--- config.mk ---
export PLATFORM = sky130hd
export DESIGN_NAME = ft245_tx_burst
export DESIGN_NICKNAME = d
export VERILOG_FILES = /design/src/rtl/ft245_tx_burst.sv
export SDC_FILE = /design/constraint.sdc
export NUM_CORES = 1
export LEC_CHECK = 0
export ABC_AREA = 1
export ABC_CLOCK_PERIOD_IN_PS = 2400
export CAP_MARGIN = 20
export CORE_ASPECT_RATIO = 1.4
export CORE_MARGIN = 5
export CORE_UTILIZATION = 54
export DETAILED_ROUTE_END_ITERATION = 16
export PLACE_DENSITY_LB_ADDON = 0.05
export SETUP_SLACK_MARGIN = 0.4
export SLEW_MARGIN = 20
export SYNTH_ARGS = -nofsm -noshare
export SYNTH_HDL_FRONTEND = slang
export SYNTH_SLANG_ARGS = --single-unit
--- constraint.sdc ---
create_clock -name clk -period 2.4 [get_ports clk]
set_input_delay 0.48 -clock clk [delete_from_list [all_inputs] [get_ports clk]]
set_output_delay 0.48 -clock clk [all_outputs]
set_load 0.02 [all_outputs]
--- src/rtl/ft245_tx_burst.sv ---
// rtl/ft245_tx_burst.sv - FT60x 245-mode transmit path: FWFT FIFO plus burst write sequencer
module ft245_tx_burst #(
  parameter int DATA_WIDTH = 16,
  parameter int DEPTH_LOG2 = 4,
  parameter int MAX_BURST  = 256
) (
  input  logic                    clk,
  input  logic                    rst_n,
  input  logic                    tx_en,
  input  logic [DATA_WIDTH-1:0]   tx_data,
  input  logic [DATA_WIDTH/8-1:0] tx_be,
  output logic                    tx_full,
  output logic [DEPTH_LOG2:0]     tx_level,
  output logic                    tx_overflow,
  input  logic                    ft_txe_n,
  output logic [DATA_WIDTH-1:0]   ft_data_out,
  output logic [DATA_WIDTH/8-1:0] ft_be_out,
  output logic                    ft_drive,
  output logic                    ft_wr_n,
  output logic                    ft_oe_n,
  output logic                    ft_rd_n,
  output logic                    busy,
  output logic [31:0]             words_sent
);

  localparam int BE_WIDTH = DATA_WIDTH / 8;
  localparam int DEPTH    = 1 << DEPTH_LOG2;

  localparam logic [DEPTH_LOG2:0] FULL_LEVEL = (DEPTH_LOG2 + 1)'(DEPTH);
  localparam logic [15:0]         BURST_MAX  = 16'(MAX_BURST);

  typedef enum logic [1:0] {
    IDLE  = 2'd0,
    BURST = 2'd1,
    GAP   = 2'd2
  } state_t;

  state_t state;
  state_t state_next;

  // FIFO storage; data and byte enables travel together so partial words stay intact
  logic [DATA_WIDTH-1:0] data_mem [DEPTH];
  logic [BE_WIDTH-1:0]   be_mem   [DEPTH];

  logic [DEPTH_LOG2-1:0] wr_ptr;
  logic [DEPTH_LOG2-1:0] rd_ptr;
  logic [DEPTH_LOG2:0]   level;
  logic [DEPTH_LOG2:0]   level_next;
  logic                  empty;
  logic                  push;
  logic                  pop;

  logic [15:0] burst_cnt;
  logic [15:0] burst_cnt_inc;
  logic        burst_start;
  logic        burst_limit;

  // Full is judged on the pre-pop level, so a write into a full FIFO is dropped
  // even if the same edge frees a slot.
  assign empty   = (level == '0);
  assign tx_full = (level == FULL_LEVEL);
  assign push    = tx_en & ~tx_full;
  assign pop     = (state == BURST) & ~empty & ~ft_txe_n;

  assign burst_cnt_inc = burst_cnt + 16'd1;
  assign burst_limit   = pop & (burst_cnt_inc == BURST_MAX);
  assign burst_start   = (state == IDLE) & (state_next == BURST);

  // Occupancy after this edge, used both for the level register and the empty exit test
  always_comb begin
    level_next = level;
    if (push && !pop) begin
      level_next = level + 1'b1;
    end else if (pop && !push) begin
      level_next = level - 1'b1;
    end
  end

  // Pointer, level and overflow bookkeeping
  always_ff @(posedge clk) begin
    if (!rst_n) begin
      wr_ptr      <= '0;
      rd_ptr      <= '0;
      level       <= '0;
      tx_overflow <= 1'b0;
    end else begin
      if (push) begin
        wr_ptr <= wr_ptr + 1'b1;
      end
      if (pop) begin
        rd_ptr <= rd_ptr + 1'b1;
      end
      level <= level_next;
      if (tx_en && tx_full) begin
        tx_overflow <= 1'b1;
      end
    end
  end

  // Storage array write port; contents need no reset since level gates visibility
  always_ff @(posedge clk) begin
    if (push) begin
      data_mem[wr_ptr] <= tx_data;
      be_mem[wr_ptr]   <= tx_be;
    end
  end

  // First-word-fall-through: the head entry is always presented to the bus
  assign ft_data_out = data_mem[rd_ptr];
  assign ft_be_out   = be_mem[rd_ptr];
  assign tx_level    = level;

  // Sequencer state register
  always_ff @(posedge clk) begin
    if (!rst_n) begin
      state <= IDLE;
    end else begin
      state <= state_next;
    end
  end

  // Next state plus bus strobes; a burst ends on device backpressure, an empty
  // FIFO, or reaching the per-burst word limit, and always passes through GAP
  always_comb begin
    state_next = state;
    ft_wr_n    = 1'b1;
    ft_drive   = 1'b0;
    busy       = 1'b0;
    ft_oe_n    = 1'b1;
    ft_rd_n    = 1'b1;
    case (state)
      IDLE: begin
        if (!ft_txe_n && !empty) begin
          state_next = BURST;
        end
      end
      BURST: begin
        busy     = 1'b1;
        ft_drive = 1'b1;
        ft_wr_n  = empty;
        if (ft_txe_n || (level_next == '0) || burst_limit) begin
          state_next = GAP;
        end
      end
      GAP: begin
        busy       = 1'b1;
        state_next = IDLE;
      end
      default: begin
        state_next = IDLE;
      end
    endcase
  end

  // Per-burst word counter, cleared on entry to each new burst
  always_ff @(posedge clk) begin
    if (!rst_n) begin
      burst_cnt <= '0;
    end else if (burst_start) begin
      burst_cnt <= '0;
    end else if (pop) begin
      burst_cnt <= burst_cnt_inc;
    end
  end

  // Running count of words the device accepted
  always_ff @(posedge clk) begin
    if (!rst_n) begin
      words_sent <= '0;
    end else if (pop) begin
      words_sent <= words_sent + 32'd1;
    end
  end

endmodule

==> results.md, run 1 <==
- Most used cells in the layout excluding fill and tap cells: 288 x sky130_fd_sc_hd__edfxtp_1, 128 x sky130_fd_sc_hd__inv_1, 124 x sky130_fd_sc_hd__nand2_1
- Floorplan Core Area: 0.02766 mm^2
- CTS tree: done
- All-Layer GR Usage: 0.2289
- Number of diodes added for antenna fixing: 0
- Most common cell after layout, fill and taps aside: sky130_fd_sc_hd__edfxtp_1
- Final instance area: 0.01937 mm^2
- FF-to-FF setup slack: 220 ps
- Number of nets with antenna violations after routing: 0
- Fraction of power consumed by combinational cells: 0.098
- Worst Tran Pin Value: 735.5 ps
- Maximum capacitance violations: 0
- Power density over cell area: 700.6 mW/mm^2
- Hold/Removal Path Class: flip-flop to flip-flop
- Residual DRC: 0
- Layer with the highest usage after global routing: met2
- Critical path launch point type: flip-flop
- Clock network fraction of design power: 0.400
- Switching fraction of total power: 0.2232
- Headroom to the max-slew limit: 0.5081
- Req. time, crit path: 1920 ps
- Kind of end point of the critical path: output port
- Root buffer selected by CTS: sky130_fd_sc_hd__clkbuf_16
- Util after Layout: 0.7003
- Part of the cycle the worst path needs: 1.037
- Fill cell instance count of the final layout: 2023
- Peak Freq: 401.6 MHz
- Worst setup skew after layout: 16.29 ps
- Maximum ir drop on the vdd rail: 0.5306 mV
- Final #Nets: 1501
- Portion of the post-synthesis area used by sequential elements: 0.6615
- Area overhead of the layout relative to synthesis: 27.99%
- Synthesis-stage register bit count: 356
- Violations in the final reports: setup timing
- Mean instance size in the synthesized netlist: 11.69 um^2
- Number of clock sinks: 356
- Met3 capacity usage during global routing: 0.03983
- Clock-pin slew reported for the worst setup and hold paths after clock tree synthesis: 60 ps
- Met2 Resource Use GR: 0.3963
- Biggest area consumer among synthesized cells: sky130_fd_sc_hd__edfxtp_1
- Via count: 10320
- Critical Setup Path Class: flip-flop to output port
- Grt met1 use: 0.2929
- Vias in the first global route: 10250
- Initial antenna violation count: 0
- Total number of yosys warnings: 0
- Proportion of layout cells with a drive suffix above 1: 0.2354
- Run status: finished, violations left
- Internal Dissipation: 10.54 mW
- Gate count after technology mapping: 1294
- Area post-placement: 0.01716 mm^2
- CTS buffer count: 35
- Total number of placement rows: 72
- Via density: 5.555
- Die Outline Area: 0.03152 mm^2
- Final-report max-slew violation count: 0
- Tmin final: 2490 ps
- Leak pwr: 6.842 nW
- Number of H-tree levels: 2
- Distinct cell type count after synthesis: 45
- Final worst setup slack: -89.77 ps
- Finish-stage setup viols: 16
- Maximum number of pins on one net before global-route repair: 45
- Worst skew pair latency: 510 ps
- Global placement routability congestion: 0.8324
- Hold Vio Cnt, Final: 0
- Routed WL: 36460 um
- Post-synth top area share: 0.5715
- Number of buffers added on ports: 81
- Initial DRT Pass Iterations: 5
- Maximum clock insertion buffer count: 3
- Initial Utilization: 0.5471
- Top-level port count: 84
- Arrival time at the worst endpoint: 2010 ps
- Netlist Area Pre-Place: 0.01513 mm^2
- Overflow left after global routing: 0
- Global-route wire length before repair: 55700 um
- Setup repair after global routing missed its margin: yes
- Total net switching power: 3.028 mW
- Average detailed-routed wire length per instance: 19.64 um
- Part of the total power dissipated in sequential elements: 0.502
- Die width: 151.5 um
- Total half-perimeter wirelength after legalization and detailed placement: 19780 um
- Hold Buf Count CTS: 0
- Cell types occupying the most area after synthesis: sky130_fd_sc_hd__edfxtp_1 57%, sky130_fd_sc_hd__dfxtp_1 9.0%, sky130_fd_sc_hd__mux2i_1 4.8%
- Crit path max fanout: 8
- Post-Place Setup Slack: -76.41 ps
- Die Y-Extent: 208.1 um
- Detailed Route Iter0 Violations: 531
## state kept, by name (all words and copies together), names as in the netlist, named ones only
name         count
tx_level         5
tx_overflow      1
state            2
words_sent      32
be_mem          32
burst_cnt       16
rd_ptr           4
data_mem       256
wr_ptr           4
## synth_stat cells, drive strengths merged
library cell / count
o21ai: 120
nor3b: 2
buf: 17
a221oi: 1
edfxtp: 288
nand2: 143
dfxtp: 68
xor2: 9
ha: 12
o21a: 5
nand4: 12
nand3: 57
inv: 140
a21oi: 121
clkbuf: 47
nand3b: 1
a211oi: 2
nand2b: 1
o21bai: 1
clkinv: 2
nor2: 75
o221a: 1
o211ai: 72
mux2i: 73
a31oi: 2
conb: 1
and2: 1
nor4b: 1
xnor2: 4
nor3: 11
nor4: 4
## layout make-up
cell class	instances	area, um^2	share of cell area
tap	370	462.9	0.02390
sequential	356	10040	0.5185
timing repair buffer	196	2325	0.1200
multi-input combinational	736	4887	0.2523
inverter	142	541.8	0.02797
clock inverter	16	210.2	0.01085
clock buffer	41	898.4	0.04639
## metal layers
layer / vias up / share of wire
met2: 267 / 0.52
li1: 4966 / -
met1: 5007 / 0.40
met5: - / 0
met3: 76 / 0.052
met4: 0 / 0.029
## power groups by stage
stage                     registers (mW)  logic, mW  clock network (mW)
after CTS                           6.81       1.25                5.53
after global placement              6.94       1.06                   0
after detailed placement            6.94       1.08                   0
after floorplan                     6.94      0.636                   0
final                               6.81       1.33                5.42
after global routing                6.82       1.45                5.78
## cell families (layout without fill, tap and decap cells)
family	count (synthesis)	count (layout)	synth area share
xor gates and xnor gates	13	13	0.007524
and+or+nand+nor	308	311	0.09534
AOI/OAI and AO/OA	325	325	0.1238
adders and majority gates	12	12	0.009922
DFF	356	356	0.6615
buffers and inverters	206	395	0.05341
muxes	73	73	0.04829
other	1	2	0.0002478
## worst max-delay path, cell delays in order (launching register included)
cell	delay, ps
sky130_fd_sc_hd__dfxtp_4	380
sky130_fd_sc_hd__buf_12	140
sky130_fd_sc_hd__buf_16	150
sky130_fd_sc_hd__buf_16	150
sky130_fd_sc_hd__mux2i_2	150
sky130_fd_sc_hd__o211ai_1	180
sky130_fd_sc_hd__nand3_1	120
sky130_fd_sc_hd__nand2_1	110
sky130_fd_sc_hd__buf_6	120
## repair_timing
action,4_1_cts,5_1_grt
pin swaps,25,47
gates resized for setup,227,120
cloned,10,2
endpoints found under the setup margin,86,60
buffers inserted,17,18
## per-stage QoR
step                      cells  TNS [ps]  hold WS (ps)  power [mW]
final                      1857    -889.9         460.4       13.57
after global routing       1857     -2728         472.6       14.04
after CTS                  1837     -1451         458.0       13.58
after detailed placement   1753     -1046         445.4       8.025
after global placement     1753    -289.4         440.4       8.004
after floorplan            1295         0         467.2       7.575
## path summary, 6_finish.rpt
| kind | startpoint | cells after the start | endpoint |
|---|---|---|---|
| worst max-delay path | flip-flop | 8 | ft_data_out[6] |
| worst min-delay path | tx_overflow | 2 | tx_overflow |
| worst max register to register | tx_level[0] | 14 | burst_cnt[11] |
| worst min register to register | tx_overflow | 2 | tx_overflow |
No activity file was read; power rests on OpenSTA's default activity.
==> run 2, diff against run 1 <==
- GPL_ROUTABILITY_DRIVEN: not set -> 0
- GPL_TIMING_DRIVEN: not set -> 0
==> results.md, run 2 (synthesis results as in run 1) <==
- Crit path max fanout: 8 (unchanged)
- Number of nets with antenna violations after routing: 0 (unchanged)
- Final worst setup slack: -314.3 ps (-224.5 ps)
- Worst setup skew after layout: 15.69 ps (-0.6055 ps)
- Die width: 151.5 um (unchanged)
- Headroom to the max-slew limit: 0.4773 (-0.03080)
- Hold Buf Count CTS: 0 (unchanged)
- Total number of placement rows: 72 (unchanged)
- Maximum capacitance violations: 0 (unchanged)
- Clock-pin slew reported for the worst setup and hold paths after clock tree synthesis: 60 ps (about the same)
- Power density over cell area: 697.6 mW/mm^2 (-0.42%)
- Biggest regs: data_mem (256), be_mem (32), words_sent (32)
- Maximum ir drop on the vdd rail: 0.5258 mV (-0.92%)
- Hold/Removal Path Class: input port to flip-flop
- Via count: 10880 (+5.5%)
- Post-route non-filler standard cell count: 1893 (+1.9%)
- Most common cell after layout, fill and taps aside: sky130_fd_sc_hd__edfxtp_1
- Finish-stage setup viols: 18 (+2)
- All-Layer GR Usage: 0.2682 (+0.03927)
- Part of the cycle the worst path needs: 1.131 (+0.09355)
- Initial DRT Pass Iterations: 5 (unchanged)
- Setup tns final: -4082 ps (-3192 ps)
- Storage cell area: 0.01003 mm^2 (about the same)
- Global-route wire length before repair: 63180 um (+13%)
- Tmin final: 2714 ps (+224.5 ps)
- Vias in the first global route: 10760 (+5.0%)
- Critical Setup Path Class: flip-flop to output port
- Grt met1 use: 0.3200 (+0.02710)
- Startpoint of the worst hold path: rst_n
- Average detailed-routed wire length per instance: 22.73 um (+16%)
- Residual DRC: 0 (unchanged)
- Final-report max-slew violation count: 0 (unchanged)
- Number of buffers added on ports: 80 (-1.2%)
- Met2 Resource Use GR: 0.4721 (+0.07583)
- Worst skew pair latency: 520 ps (about the same)
- Initial antenna violation count: 1 (+1)
- Flip-flop count of the largest register, all copies and words added: 256 (unchanged)
- Most used cells in the layout excluding fill and tap cells: 288 x sky130_fd_sc_hd__edfxtp_1, 128 x sky130_fd_sc_hd__inv_1, 120 x sky130_fd_sc_hd__nand2_1
- Final instance area: 0.01957 mm^2 (+1.0%)
- Fill cell instance count of the final layout: 1938 (-4.2%)
- Hold Vio Cnt, Final: 0 (unchanged)
- Layer with the highest usage after global routing: met2
- Maximum clock insertion buffer count: 3 (unchanged)
- Via density: 5.748 (+3.5%)
- Total half-perimeter wirelength after legalization and detailed placement: 25470 um (+29%)
- Root buffer selected by CTS: sky130_fd_sc_hd__clkbuf_16
- Arrival time at the worst endpoint: 2230 ps (+220 ps)
- Die Outline Area: 0.03152 mm^2 (unchanged)
- Number of H-tree levels: 2 (unchanged)
- Number of diodes added for antenna fixing: 0 (unchanged)
- Top-level port count: 84 (unchanged)
- Req. time, crit path: 1920 ps (about the same)
- Initial Utilization: 0.5471 (unchanged)
- Floorplan Core Area: 0.02766 mm^2 (unchanged)
- Met3 capacity usage during global routing: 0.04832 (+0.008489)
- CTS buffer count: 35 (unchanged)
- Final #Nets: 1531 (+2.0%)
- Kind of end point of the critical path: output port
- Detailed Route Iter0 Violations: 831 (+56%)
- Setup repair after global routing missed its margin: yes
- Violations in the final reports: setup timing
- Overflow left after global routing: 0 (unchanged)
- Worst Tran Pin Value: 784.0 ps (+48.50 ps)
- Multi-input gate area: 0.004888 mm^2 (about the same)
- Register name with the most flops: data_mem
- Number of clock sinks: 356 (unchanged)
- Critical path launch point type: flip-flop
- Peak Freq: 368.4 MHz (-8.3%)
- CTS tree: done
- Area post-placement: 0.01671 mm^2 (-2.6%)
- Area overhead of the layout relative to synthesis: 29.30%
- Proportion of layout cells with a drive suffix above 1: 0.2410 (+0.005599)
- Routed WL: 43030 um (+18%)
- RR Startpoint: tx_level[0]
- Total instance count after detailed placement: 1749 (-0.23%)
- Maximum number of pins on one net before global-route repair: 19 (-58%)
- Final Total Pwr: 13.65 mW (+0.60%)
- Run status: finished, violations left
- Die Y-Extent: 208.1 um (unchanged)
- Leak pwr: 7.063 nW (+3.2%)
==> run 2: cell types whose count changed in the layout (fill, tap and decap cells not counted), sizes merged, moves of 2 or more <==
cell / previous run / this run
dlygate4sd2: 32 / 27
buf: 135 / 121
clkbuf: 42 / 94
clkinvlp: 2 / 4
clkinv: 8 / 12
inv: 143 / 140
bufinv: 5 / 3
dlymetal6s2s: 3 / 7
nand2: 145 / 143
==> run 2: path summary, 6_finish.rpt <==
kind | cells after the start | end | slack, ps
setup / recovery | 9 | ft_data_out[2] | -310
hold / removal | 3 | words_sent[28] | 290
setup reg to reg | 18 | burst_cnt[12] | 210
hold reg to reg | 2 | tx_overflow | 450
==> run 2: timing repair <==
| item | 4_1_cts | 5_1_grt |
|---|---|---|
| setup buffers | 58 | 18 |
| pin swaps | 47 | 47 |
| gates resized for setup | 305 | 106 |
| endpoints found under the setup margin | 353 | 65 |
| cloned | 3 | 2 |
| endpoints found under the hold margin | 0 | 0 |
==> run 2: stage by stage <==
stage	setup WS, ps	hold WS [ps]	utilization
final	-314.3	292.6	0.7075
after global routing	-373.1	291.7	0.7075
after CTS	-275.9	281.4	0.6882
after detailed placement	-889.8	445.1	0.6041
after global placement	-903.4	442.8	0.5978
after floorplan	411.6	467.2	-
==> run 2: power breakdown <==
part	switching [mW]	leakage (nW)	internal (mW)
registers	0.0483	3.16	6.76
logic	0.806	3.36	0.548
clock network	2.30	0.546	3.19
total	3.16	7.06	10.5
==> run 2: metal layers <==
metal | wire length (um) | vias up
met3 | 2997 | 116
met4 | 2144 | 0
met2 | 22330 | 440
met5 | 0 | -
met1 | 15550 | 5276
li1 | - | 5049
==> run 2: critical path, cell delays in order, from the launching register on <==
cell                        delay, ps
sky130_fd_sc_hd__dfxtp_2          330
sky130_fd_sc_hd__buf_8            140
sky130_fd_sc_hd__clkbuf_16        180
sky130_fd_sc_hd__buf_12           140
sky130_fd_sc_hd__buf_4            110
sky130_fd_sc_hd__mux2i_1          210
sky130_fd_sc_hd__o21ai_1           80
sky130_fd_sc_hd__o211ai_1         220
sky130_fd_sc_hd__nand2_1          140
sky130_fd_sc_hd__buf_6            160
==> run 2: cell type report <==
class	count	area share
plain buffers	64	0.03095
repair buffers	165	0.09630
well taps	370	0.02366
clock inverters	17	0.008633
clock buffers	46	0.04956
multi-input cells	733	0.2498
flip-flops and latches	356	0.5127
inverters	142	0.02833
==> run 3, diff against run 2 <==
- CORE_UTILIZATION: 54 -> 45
==> results.md, run 3 (synthesis results as in run 1) <==
- Run status: finished, violations left
- Violations in the final reports: setup timing
- Hold/Removal Path Class: input port to flip-flop
- Post-route non-filler standard cell count: 1974 (+4.3%)
- Die Outline Area: 0.03745 mm^2 (+19%)
- Req. time, crit path: 1920 ps (about the same)
- Total half-perimeter wirelength after legalization and detailed placement: 27160 um (+6.6%)
- Proportion of layout cells with a drive suffix above 1: 0.2564 (+0.01540)
- Via count: 10740 (-1.3%)
- Critical Setup Path Class: flip-flop to output port
- Routed WL: 44530 um (+3.5%)
- Overflow left after global routing: 0 (unchanged)
- Die Y-Extent: 227.0 um (+9.1%)
- Number of nets with antenna violations after routing: 0 (unchanged)
- All-Layer GR Usage: 0.2364 (-0.03178)
- Cell breakdown of the critical path: buf_8 > clkbuf_16 > clkbuf_16 > a21oi_2 > o21ai_1 > o21ai_1 > o211ai_1 > nand2_1 > buf_6
- Critical path launch point type: flip-flop
- Tmin final: 2738 ps (+23.41 ps)
- Initial Utilization: 0.4556 (-0.09152)
- Final instance area: 0.01984 mm^2 (+1.4%)
- Fill cell instance count of the final layout: 2751 (+42%)
- Register name with the most flops: data_mem
- Detailed Route Iter0 Violations: 830 (-0.12%)
- Internal Dissipation: 10.15 mW (-3.2%)
- Finish-stage setup viols: 18 (unchanged)
- Library cell contributing the largest single delay on the critical path: sky130_fd_sc_hd__dfxtp_4
- Floorplan Core Area: 0.03321 mm^2 (+20%)
- Clock-pin slew reported for the worst setup and hold paths after clock tree synthesis: 60 ps (about the same)
- Leak pwr: 7.045 nW (-0.24%)
- Kind of end point of the critical path: output port
- Fraction of power consumed by combinational cells: 0.104 (+0.005)
- Util after Layout: 0.5973 (-0.1102)
- Global-route wire length before repair: 65340 um (+3.4%)
- Crit path max fanout: 10 (+2)
- Initial antenna violation count: 0 (-1)
- Top-level port count: 84 (unchanged)
- Number of H-tree levels: 2 (unchanged)
- Total instance count after detailed placement: 1825 (+4.3%)
- Total number of placement rows: 79 (+9.7%)
- Most common cell after layout, fill and taps aside: sky130_fd_sc_hd__edfxtp_1
- Initial DRT Pass Iterations: 4 (-1)
- Part of the total power dissipated in sequential elements: 0.511 (+0.012)
- Hold Vio Cnt, Final: 0 (unchanged)
- Worst skew pair latency: 530 ps (about the same)
- Part of the cycle the worst path needs: 1.141 (+0.009755)
- Maximum capacitance violations: 0 (unchanged)
- Residual DRC: 0 (unchanged)
- Number of clock sinks: 356 (unchanged)
- Die width: 165.0 um (+8.9%)
- Biggest regs: data_mem (256), be_mem (32), words_sent (32)
- Area post-placement: 0.01684 mm^2 (+0.83%)
- Setup tns final: -4131 ps (-49.65 ps)
- Via density: 5.442 (-5.3%)
- Most used cells in the layout excluding fill and tap cells: 288 x sky130_fd_sc_hd__edfxtp_1, 128 x sky130_fd_sc_hd__inv_1, 114 x sky130_fd_sc_hd__nand2_1
- Power density over cell area: 671.5 mW/mm^2 (-3.7%)
- Average detailed-routed wire length per instance: 22.56 um (-0.76%)
- Clock network fraction of design power: 0.385 (-0.017)
- Root buffer selected by CTS: sky130_fd_sc_hd__clkbuf_16
- Top Family by Delay on Critical Path: buffers and inverters
- Maximum single-stage delay on the critical path: 360 ps (+30 ps)
- Headroom to the max-slew limit: 0.5090 (+0.03162)
- Final worst setup slack: -337.7 ps (-23.41 ps)
- Number of buffers added on ports: 80 (unchanged)
- Peak Freq: 365.3 MHz (-0.85%)
- Final-report max-slew violation count: 0 (unchanged)
- Switching fraction of total power: 0.2378 (+0.006516)
- Number of diodes added for antenna fixing: 0 (unchanged)
- Total net switching power: 3.167 mW (+0.34%)
- CTS buffer count: 36 (+2.9%)
- Vias in the first global route: 10830 (+0.64%)
- Arrival time at the worst endpoint: 2260 ps (+30 ps)
- Worst setup skew after layout: 20.81 ps (+5.126 ps)
- Buffers and inverters on the worst path: 4 (-1)
- Final #Nets: 1539 (+0.52%)
- Worst Tran Pin Value: 736.6 ps (-47.43 ps)
- Post-Place Setup Slack: -1113 ps (-223.1 ps)
- Flip-flop count of the largest register, all copies and words added: 256 (unchanged)
- Area overhead of the layout relative to synthesis: 31.10%
- Maximum clock insertion buffer count: 3 (unchanged)
- Maximum ir drop on the vdd rail: 0.5200 mV (-1.1%)
- CTS tree: done
- Maximum number of pins on one net before global-route repair: 19 (unchanged)
- Setup repair after global routing missed its margin: yes
==> run 3: cell types whose count changed in the layout (fill, tap and decap cells not counted), sizes merged, moves of 2 or more <==
cell	delta
bufinv	-3
dlygate4sd2	+8
buf	+6
dlymetal6s2s	-6
clkbuf	+3
clkinv	+3
clkdlybuf4s50	-2
==> run 3: area by class of cell <==
class                      count  area, um^2  area share
clock inverter                15       75.07    0.003784
tap                          445       556.8     0.02807
clock buffer                  47       963.4     0.04857
buffer                        64       615.6     0.03103
timing repair buffer         172        1969     0.09927
sequential                   356       10040      0.5059
inverter                     142       560.5     0.02826
multi-input combinational    733        5061      0.2551
==> run 3: metrics by stage <==
step           hold slack, ps  total power [mW]
2_1_floorplan           467.2             7.575
3_3_place_gp            441.3             8.025
3_5_place_dp            444.5             8.048
4_1_cts                 257.1             13.34
5_1_grt                 270.0             13.80
6_report                273.6             13.32
==> run 3: routing by layer <==
layer	wire [um]	part of all wire	up-vias	GRT usage
met3	2512	0.056	86	0.03967
li1	-	-	5054	-
met4	1700	0.038	0	0.08242
met2	23600	0.53	329	0.4289
met1	16720	0.38	5274	0.2824
met5	0	0	-	0
==> run 3: worst paths after layout <==
kind | end | depth (start not counted) | slack, ps | startpoint
max | ft_data_out[1] | 9 | -340 | flip-flop
min | words_sent[28] | 3 | 270 | rst_n
max reg2reg | words_sent[26] | 12 | 250 | tx_level[0]
min reg2reg | tx_overflow | 2 | 450 | tx_overflow
==> run 3: repair_timing <==
action / CTS / global route
gates cloned: 5 / 2
pin swaps: 47 / 50
buffers inserted: 61 / 19
hold buffers: 0 / 0
resized for setup: 333 / 118
setup endpoints to repair: 369 / 79
==> run 3: power groups by stage <==
stage | Clock [mW] | Combinational [mW] | Sequential, mW
3_5_place_dp | 0 | 1.11 | 6.94
2_1_floorplan | 0 | 0.636 | 6.94
3_3_place_gp | 0 | 1.08 | 6.94
6_report | 5.13 | 1.39 | 6.80
5_1_grt | 5.49 | 1.50 | 6.81
4_1_cts | 5.22 | 1.32 | 6.80
==> run 3: worst reg2reg max path: stages (launching register included) <==
cell	delay (ps)
sky130_fd_sc_hd__dfxtp_4	360
sky130_fd_sc_hd__inv_4	40
sky130_fd_sc_hd__ha_4	170
sky130_fd_sc_hd__nand3_4	110
sky130_fd_sc_hd__nand3_4	180
sky130_fd_sc_hd__buf_6	180
sky130_fd_sc_hd__buf_8	120
sky130_fd_sc_hd__nor3_4	180
sky130_fd_sc_hd__nand3_2	140
sky130_fd_sc_hd__nor4_4	240
sky130_fd_sc_hd__nand2_1	110
sky130_fd_sc_hd__xor2_1	140
sky130_fd_sc_hd__nor2_1	50
